==> src/rtl/shift_ctrl.sv <==
// -----------------------------------------------------------------------------
// shift_ctrl
//   Sequencer/decoder for the barrel_shifter datapath. Accepts an ARM
//   data-processing shift request and produces a registered control word.
//   The word holds one-hot two-stage rotate selects, mask controls and a
//   carry-out source select. Immediate-amount shifts produce the word one
//   cycle after acceptance. Register-amount shifts take one extra cycle so
//   that Rs can be read on the shared register port.
//
// Ports
//   clk, reset, flush     : clock, sync active-high reset, sync pipeline flush
//   req_valid / req_ready : request handshake
//   sh_type               : 00 LSL, 01 LSR, 10 ASR, 11 ROR
//   reg_form              : 1 = amount from rs_amt, 0 = amount from imm_amt
//   imm_amt               : immediate shift amount
//   rs_amt                : Rs[7:0], sampled the cycle after a reg_form accept
//   out_valid / out_ready : control word handshake towards the shifter
//   shctl_5, shctl_8      : one-hot first/second stage rotate selects
//   shamt, longshift      : mask amount, mask-all for amounts >= 32
//   left, shift, arith    : left-shift mask, apply mask, sign fill
//   rrx_sel               : shifter rrx_in = C flag instead of a[0]
//   carry_sel             : 000 keep, 001 a0, 010 a31, 011 rot0, 100 rot31,
//                           101 zero
// -----------------------------------------------------------------------------
module shift_ctrl (
  input  logic       clk,
  input  logic       reset,
  input  logic       flush,
  input  logic       req_valid,
  output logic       req_ready,
  input  logic [1:0] sh_type,
  input  logic       reg_form,
  input  logic [4:0] imm_amt,
  input  logic [7:0] rs_amt,
  output logic       out_valid,
  input  logic       out_ready,
  output logic [4:0] shctl_5,
  output logic [7:0] shctl_8,
  output logic [4:0] shamt,
  output logic       longshift,
  output logic       left,
  output logic       shift,
  output logic       arith,
  output logic       rrx_sel,
  output logic [2:0] carry_sel
);

  localparam logic [1:0] ST_IDLE    = 2'd0;
  localparam logic [1:0] ST_WAIT_RS = 2'd1;
  localparam logic [1:0] ST_HOLD    = 2'd2;

  localparam logic [1:0] SH_LSL = 2'b00;
  localparam logic [1:0] SH_LSR = 2'b01;
  localparam logic [1:0] SH_ASR = 2'b10;
  localparam logic [1:0] SH_ROR = 2'b11;

  localparam logic [2:0] CS_KEEP  = 3'b000;
  localparam logic [2:0] CS_A0    = 3'b001;
  localparam logic [2:0] CS_A31   = 3'b010;
  localparam logic [2:0] CS_ROT0  = 3'b011;
  localparam logic [2:0] CS_ROT31 = 3'b100;
  localparam logic [2:0] CS_ZERO  = 3'b101;

  typedef struct packed {
    logic [4:0] shctl5;
    logic [7:0] shctl8;
    logic [4:0] shamt;
    logic       longshift;
    logic       left;
    logic       shift;
    logic       arith;
    logic       rrxSel;
    logic [2:0] carrySel;
  } ctlWord_t;

  // Idle word: rotate by zero (both stages select ROR0), no masking.
  localparam ctlWord_t IDLE_CTL = ctlWord_t'({5'b00001, 8'b00000001, 13'b0});

  // Decodes a shift type and effective amount n into a control word.
  // Left shifts become a right rotate by 32-n, split as stage1 = ~n[1:0]+1
  // (range 1..4, hence the fifth stage-1 select) and stage2 = 4*~n[4:2].
  // Amounts >= 32 only change mask/carry classification; rotation uses n[4:0].
  function automatic ctlWord_t decodeShift(input logic [1:0] t,
                                           input logic [7:0] n,
                                           input logic       rrx);
    ctlWord_t   c;
    logic [2:0] s1;
    logic [2:0] s2;
    c = IDLE_CTL;
    if (t == SH_LSL) begin
      s1 = {1'b0, ~n[1:0]} + 3'd1;
      s2 = ~n[4:2];
    end else begin
      s1 = {1'b0, n[1:0]};
      s2 = n[4:2];
    end
    c.shctl5 = 5'b00001 << s1;
    c.shctl8 = 8'b00000001 << s2;
    c.shamt  = n[4:0];
    if (rrx) begin
      c.shctl5   = 5'b00010;
      c.shctl8   = 8'b00000001;
      c.shamt    = 5'd0;
      c.rrxSel   = 1'b1;
      c.carrySel = CS_A0;
    end else if (n == 8'd0) begin
      c.carrySel = CS_KEEP;
    end else begin
      case (t)
        SH_LSL: begin
          c.left  = 1'b1;
          c.shift = 1'b1;
          if (n < 8'd32) begin
            c.carrySel = CS_ROT0;
          end else begin
            c.longshift = 1'b1;
            c.carrySel  = (n == 8'd32) ? CS_A0 : CS_ZERO;
          end
        end
        SH_LSR: begin
          c.shift = 1'b1;
          if (n < 8'd32) begin
            c.carrySel = CS_ROT31;
          end else begin
            c.longshift = 1'b1;
            c.carrySel  = (n == 8'd32) ? CS_A31 : CS_ZERO;
          end
        end
        SH_ASR: begin
          c.shift = 1'b1;
          c.arith = 1'b1;
          if (n < 8'd32) begin
            c.carrySel = CS_ROT31;
          end else begin
            c.longshift = 1'b1;
            c.carrySel  = CS_A31;
          end
        end
        default: begin
          // ROR by a nonzero multiple of 32 rotates by zero but still
          // updates carry from bit 31.
          c.carrySel = (n[4:0] != 5'd0) ? CS_ROT31 : CS_A31;
        end
      endcase
    end
    return c;
  endfunction

  logic [1:0] state_q, state_d;
  logic [1:0] shType_q, shType_d;
  logic       valid_q, valid_d;
  ctlWord_t   ctl_q, ctl_d;

  logic [7:0] immN;
  logic       immRrx;
  ctlWord_t   immCtl;
  ctlWord_t   rsCtl;
  logic       accept;

  // Immediate encoding quirks: LSR/ASR #0 mean #32, ROR #0 means RRX.
  always_comb begin
    immN   = {3'b000, imm_amt};
    immRrx = 1'b0;
    if (imm_amt == 5'd0) begin
      if (sh_type == SH_LSR || sh_type == SH_ASR) immN = 8'd32;
      if (sh_type == SH_ROR) immRrx = 1'b1;
    end
  end

  assign immCtl = decodeShift(sh_type, immN, immRrx);
  assign rsCtl  = decodeShift(shType_q, rs_amt, 1'b0);

  // A new request can only be taken when the output slot is free or is
  // being drained this cycle.
  always_comb begin
    case (state_q)
      ST_IDLE: req_ready = 1'b1;
      ST_HOLD: req_ready = out_ready;
      default: req_ready = 1'b0;
    endcase
  end

  assign accept = req_valid & req_ready;

  // Next-state: immediate requests load the word directly, register
  // requests park the shift type and wait one cycle for rs_amt.
  always_comb begin
    state_d  = state_q;
    shType_d = shType_q;
    valid_d  = valid_q;
    ctl_d    = ctl_q;
    case (state_q)
      ST_IDLE: begin
        if (accept) begin
          if (reg_form) begin
            shType_d = sh_type;
            state_d  = ST_WAIT_RS;
          end else begin
            ctl_d   = immCtl;
            valid_d = 1'b1;
            state_d = ST_HOLD;
          end
        end
      end
      ST_WAIT_RS: begin
        ctl_d   = rsCtl;
        valid_d = 1'b1;
        state_d = ST_HOLD;
      end
      ST_HOLD: begin
        if (out_ready) begin
          if (accept && !reg_form) begin
            ctl_d = immCtl;
          end else if (accept) begin
            shType_d = sh_type;
            ctl_d    = IDLE_CTL;
            valid_d  = 1'b0;
            state_d  = ST_WAIT_RS;
          end else begin
            ctl_d   = IDLE_CTL;
            valid_d = 1'b0;
            state_d = ST_IDLE;
          end
        end
      end
      default: begin
        ctl_d   = IDLE_CTL;
        valid_d = 1'b0;
        state_d = ST_IDLE;
      end
    endcase
  end

  // State and output registers; flush behaves exactly like reset.
  always_ff @(posedge clk) begin
    if (reset || flush) begin
      state_q  <= ST_IDLE;
      shType_q <= SH_LSL;
      valid_q  <= 1'b0;
      ctl_q    <= IDLE_CTL;
    end else begin
      state_q  <= state_d;
      shType_q <= shType_d;
      valid_q  <= valid_d;
      ctl_q    <= ctl_d;
    end
  end

  assign out_valid = valid_q;
  assign shctl_5   = ctl_q.shctl5;
  assign shctl_8   = ctl_q.shctl8;
  assign shamt     = ctl_q.shamt;
  assign longshift = ctl_q.longshift;
  assign left      = ctl_q.left;
  assign shift     = ctl_q.shift;
  assign arith     = ctl_q.arith;
  assign rrx_sel   = ctl_q.rrxSel;
  assign carry_sel = ctl_q.carrySel;

endmodule
==> config.mk <==
export PLATFORM = sky130hd
export DESIGN_NAME = shift_ctrl
export DESIGN_NICKNAME = d
export VERILOG_FILES = /design/src/rtl/shift_ctrl.sv
export SDC_FILE = /design/constraint.sdc
export NUM_CORES = 1
export LEC_CHECK = 0
export CAP_MARGIN = 20
export CORE_UTILIZATION = 47
export CTS_CLUSTER_DIAMETER = 150
export CTS_CLUSTER_SIZE = 25
export DETAILED_ROUTE_END_ITERATION = 10
export HOLD_SLACK_MARGIN = 0.15
export PLACE_DENSITY_LB_ADDON = 0.12
export SLEW_MARGIN = 10
export SYNTH_ARGS = -nofsm -noshare
export SYNTH_HDL_FRONTEND = slang
export SYNTH_SLANG_ARGS = --single-unit
==> constraint.sdc <==
create_clock -name clk -period 4.9 [get_ports clk]
set_clock_uncertainty 0.1 [all_clocks]
set_input_delay 0.98 -clock clk [delete_from_list [all_inputs] [get_ports clk]]
set_output_delay 0.98 -clock clk [all_outputs]
set_load 0.02 [all_outputs]
# == Word level (Yosys, flattened, before mapping) ==
# Index checks and enable logic that the tools add are counted.
# totals
reg_bits,31
inputBits,21
output_inout_bits,28
elab_cells,122
# classes
n_addsub,2
n_lt_le_gt_ge,2
eq_ne,15
bitwise,5
n_mux,63
n_reduce_logical,19
shift,4
# ops
op,count
two-way mux 26 bit,4
one-hot mux 26 bit (3 select lines),1
two-way mux 3 bit,19
two-way mux 1 bit,18
two-way mux 18 bit,1
two-way mux 2 bit,9
one-hot mux 3 bit (3 select lines),2
equality test 8 x 6 -> 1 bit (second input constant),2
zero test 8 bit,2
< comparator 8 x 6 -> 1 bit (second input constant),2
<< shifter 1 x 3 -> 8 bit (first input constant),2
two-way mux 4 bit,3
two-way mux 6 bit,2
!= test 2 bit (second input constant),6
nonzero test 5 bit,2
<< shifter 1 x 3 -> 5 bit (first input constant),2
equality test 2 bit (second input constant),4
adder 2 x 1 -> 3 bit (second input constant),2
equality test 2 x 1 -> 1 bit (second input constant),3
zero test 2 bit,3
NOT 3 bit,2
one-hot mux 2 bit (3 select lines),1
AND reduction 3 bit,2
AND reduction 6 bit,1
12 further kinds,15

# == Depth between registers and ports, before layout ==
# logic_depth
word_depth,13
depth_mapped,7
depth_no_buf,6

# == Least setup slack after synthesis ==
# OpenSTA, ideal clock, no wires.
# synth_path
kind,in2reg
startpoint,input port imm_amt[0]
endpoint,register ctl_q (netlist bit shift)
cell_stages,6
setup_time_ns,0.122
arrival_time_ns,2.357
required_time_ns,4.678
path_slack_ns,2.321
cell_sequence,inv_1 -> ha_1 -> clkbuf_2 -> or4b_1 -> o2111a_1 -> a221o_1
# synth_between
elab_chain_len,8
elab_cells_between_ends,12
# synth_rtl
item,line,text
from (decl),33,"input logic [4:0] imm_amt,"
zero test 5 bit or two-way mux 6 bit (tied branches),"164, 165",
two-way mux 6 bit,164,if (imm_amt == 5'd0) begin
zero test 8 bit,106,end else if (n == 8'd0) begin
two-way mux 4 bit,106,
two-way mux 4 bit (*),100,if (rrx) begin
two-way mux 26 bit (on tied branches),"212, 195",
two-way mux 26 bit (on tied branches),"211, 194",
one-hot mux 26 bit (3 select lines) (*),192,case (state_q)
to (signal assigned),245,ctl_q <= ctl_d;
to (decl),152,"ctlWord_t ctl_q, ctl_d;"
# Every way passes the cells marked *; elsewhere a longest branch is shown, timed or not. The select of a mux whose other input is x is not followed.
# A chain may end at the register's enable or synchronous reset.

# == Worst setup path in the final report ==
# layout_path
startpoint,input port out_ready
endpoint,output port req_ready
# layout_between
elab_chain_len,1
# layout_rtl
item,line,text
from (decl),36,"input logic out_ready,"
one-hot mux 1 bit (2 select lines),176,case (state_q)
to (decl),30,"output logic req_ready,"
# Every way passes these cells.

==> out/results.ini <==
[outcome]
status=finished, final reports clean

[place]
dp.cells=344
place.gp.congestion=0.875
dpl_worst_slack_ns=1.38
place_hpwl_mm=4.33
numPortBuffers=48

[pwr]
powerDensity_nw_per_um2=220
swShare_pct=30.8
p_int_w=0.000418
switching_power_w=0.000186
pwr-share-comb_pct=22.8
ir_drop_v=0.000133
p_clk_share_pct=33.3
p_leak_nw=0.984
sequentialPowerShare_pct=43.9

[global_route]
busiest_layer=met2
met2_usage_pct=39.2
use_met1_pct=32.6
overflow=0
met3_usage_pct=4.76
antenna_found_initial=0
grt_max_degree=20
grt_pass1_vias=2044
grt_usage_pct=24.8
grt_pass1_wl_mm=9.74

[min_path]
hold_depth=2
hp-class=flop to flop
hold_start=shamt[4]
hold_end=shamt[4]

[yosys]
syn_avg_cell_area_um2=8.45
synth_area_um2=2200
ys.flop_type=dfxtp_1
yosysWarnings=0
synth.distinct_cells=64
synth_seq_area_share_pct=28.2
ys_ff_latch=31
syn-instance-count=260
synth_edf_count=0
ys_async_sr_fraction_pct=0
syn_nets=290

[worst_setup_path]
critPathLaunchType=primary input
end_kind=output port
crit_type=primary input to output port
crit_required_ns=3.82
r2r_end=shamt[2]
r2r-start=state_q[0]
r2r_cells=4
slowest_delay_ns=0.62
cp_data_arrival_time_ns=2.45
cpMostUsedCell=clkdlybuf4s50_1
reg2reg_slack_ns=2.48
path_cells=clkdlybuf4s50_1, nor2b_1, nor2_1, clkdlybuf4s50_1
cp_max_fo=7
cpMaxStageDelayCell=clkdlybuf4s50_1

[clocking]
cts_hold_buf=0
worstSkewPairLatency_ns=0.29
cts-htree-levels=2
cts_buffers=5
post_cts_buffers=0
cts_root_buf=clkbuf_8
clk_pin_slew_worst_paths_ns=0.06
cts_resized=0
tritoncts=built
cts.sinks=31
ctsLongestPathBuffers=2

[route]
drtIter0Drc=243
antenna_left=0
routed_wl_mm=5.95
wl_per_cell_um=16.9
drc=0
dr.pass1.iters=4
via_per_inst=6.21
vias=2187

[cells_and_area]
final_cells=352
nets=329
drive_gt1_share_pct=7.00
syn_to_final_growth_pct=25.1
n_antenna_cell=0

[job]
cap_violations=0

[timing]
setup_viol=0
relSlewSlack_pct=37.8
timing.final.crit_period_ns=3.53
rsz0062_at_grt=false
hold_violations=0
worst_pin_slew_ns=0.932
setup-tns-final_ns=0
fin_crit_sh_pct=72.0
final_max_slew_viol_count=0
max_freq_mhz=283
setup_slack_ns=1.37

[floorplanning]
start_util_pct=49.8
die_y_um=70.4
rows=24
core_um2=4410
die_w_um=70.4
num_io_pins=49
fp.dieArea_um2=4950

-- state kept, by name, indices dropped and copies added, names as in the netlist, 2 cells and up --
| name | count |
|---|---|
| shctl_8 | 8 |
| shamt | 5 |
| shctl_5 | 5 |
| carry_sel | 3 |
| shType_q | 2 |
| state_q | 2 |
-- final cells by class --
cell class	instances	area, um2
fillers	415	1670
multi-input cells	201	1440
inverters	10	37.5
flip-flops and latches	31	621
clock inverters	3	20.0
well taps	52	65.1
clock buffers	5	68.8
repair buffers	50	495
-- placed cells by master (no fill, tap or decap), types with 10 or more instances in the layout --
master | netlist | final
clkdlybuf4s50_1 | 0 | 48
dfxtp_1 | 31 | 31
nor2_1 | 18 | 18
a22oi_1 | 17 | 17
a21oi_1 | 16 | 16
o21ai_0 | 14 | 14
nand2_1 | 13 | 13
nor2b_1 | 12 | 12
a22o_1 | 12 | 12
inv_1 | 10 | 10
-- per-stage QoR --
stage / total power [W] / hold WS, ns / area (um2) / util, %
after global routing: 0.000629 / 0.370 / 2750 / 62.3
final: 0.000603 / 0.353 / 2750 / 62.3
after global placement: 0.000405 / 0.338 / 2660 / 60.3
after CTS: 0.000606 / 0.357 / 2750 / 62.3
after detailed placement: 0.000406 / 0.349 / 2660 / 60.3
after floorplan: 0.000354 / 0.421 / 2200 / -
-- worst max-delay path by stage --
stage | startpoint | to | slack, ns | cells past startpoint
finish | out_ready | req_ready | 1.37 | 4
global route | out_ready | req_ready | 1.31 | 4
CTS | out_ready | req_ready | 1.37 | 4
floorplan | imm_amt[0] | shift | 2.32 | 6
global placement | out_ready | req_ready | 1.41 | 4
detailed placement | out_ready | req_ready | 1.38 | 4
-- cells in the mapped netlist (2+ instances only) --
| cell | instances | share of area [%] |
|---|---|---|
| dfxtp_1 | 31 | 28 |
| nor2_1 | 18 | 3.1 |
| a22oi_1 | 17 | 5.8 |
| a21oi_1 | 16 | 3.6 |
| o21ai_0 | 14 | 3.2 |
| nand2_1 | 13 | 2.2 |
| a22o_1 | 12 | 4.8 |
| nor2b_1 | 12 | 3.4 |
| inv_1 | 10 | 1.7 |
| ha_1 | 9 | 5.1 |
| clkbuf_1 | 8 | 1.4 |
| and2_1 | 7 | 2.0 |
| o22ai_1 | 7 | 2.0 |
| a32oi_1 | 6 | 2.4 |
| buf_2 | 5 | 1.1 |
| and3_1 | 4 | 1.1 |
| nor3_1 | 4 | 0.91 |
| a21boi_0 | 3 | 1.0 |
| a221o_1 | 3 | 1.4 |
| buf_6 | 3 | 1.5 |
| nand3_1 | 3 | 0.68 |
| nor3b_1 | 3 | 1.0 |
| o2bb2ai_1 | 3 | 1.2 |
| a211o_1 | 2 | 0.80 |
| a211oi_1 | 2 | 0.68 |
| a2bb2oi_1 | 2 | 0.80 |
| mux2i_1 | 2 | 0.91 |
| o21a_1 | 2 | 0.68 |
| o32ai_1 | 2 | 0.80 |
| or2_0 | 2 | 0.57 |
| or4b_2 | 2 | 0.91 |
-- logic make-up (layout without fill, tap and decap cells) --
kind of cell	count (synthesis)	in the layout	synth area share, %
flip-flops	31	31	28.2
adder cells (fa/ha/maj)	10	10	5.58
multiplexers	2	2	0.911
AO/OA/AOI/OAI	106	106	36.6
buffers and inverters	28	68	6.15
AND/OR/NAND/NOR	83	83	22.5
-- power by group through the flow --
stage | Combinational, W | Clock [W] | Sequential, W
after floorplan | 0.0000797 | 0 | 0.000274
after global placement | 0.000135 | 0 | 0.000270
after detailed placement | 0.000135 | 0 | 0.000270
after CTS | 0.000136 | 0.000205 | 0.000265
after global routing | 0.000149 | 0.000214 | 0.000265
final | 0.000138 | 0.000201 | 0.000265
-- metal layers --
metal	up-vias	share of wire (%)
met3	15	5.7
met2	76	44
met1	1014	47
met5	-	0
met4	0	2.8
li1	1082	-
-- worst max-delay path, delay by kind of cell --
kind | cells | cell delay [ns]
buf+inv | 2 | 1.23
simple gates | 2 | 0.25
Note: power is estimated with default switching activity, not from simulation.
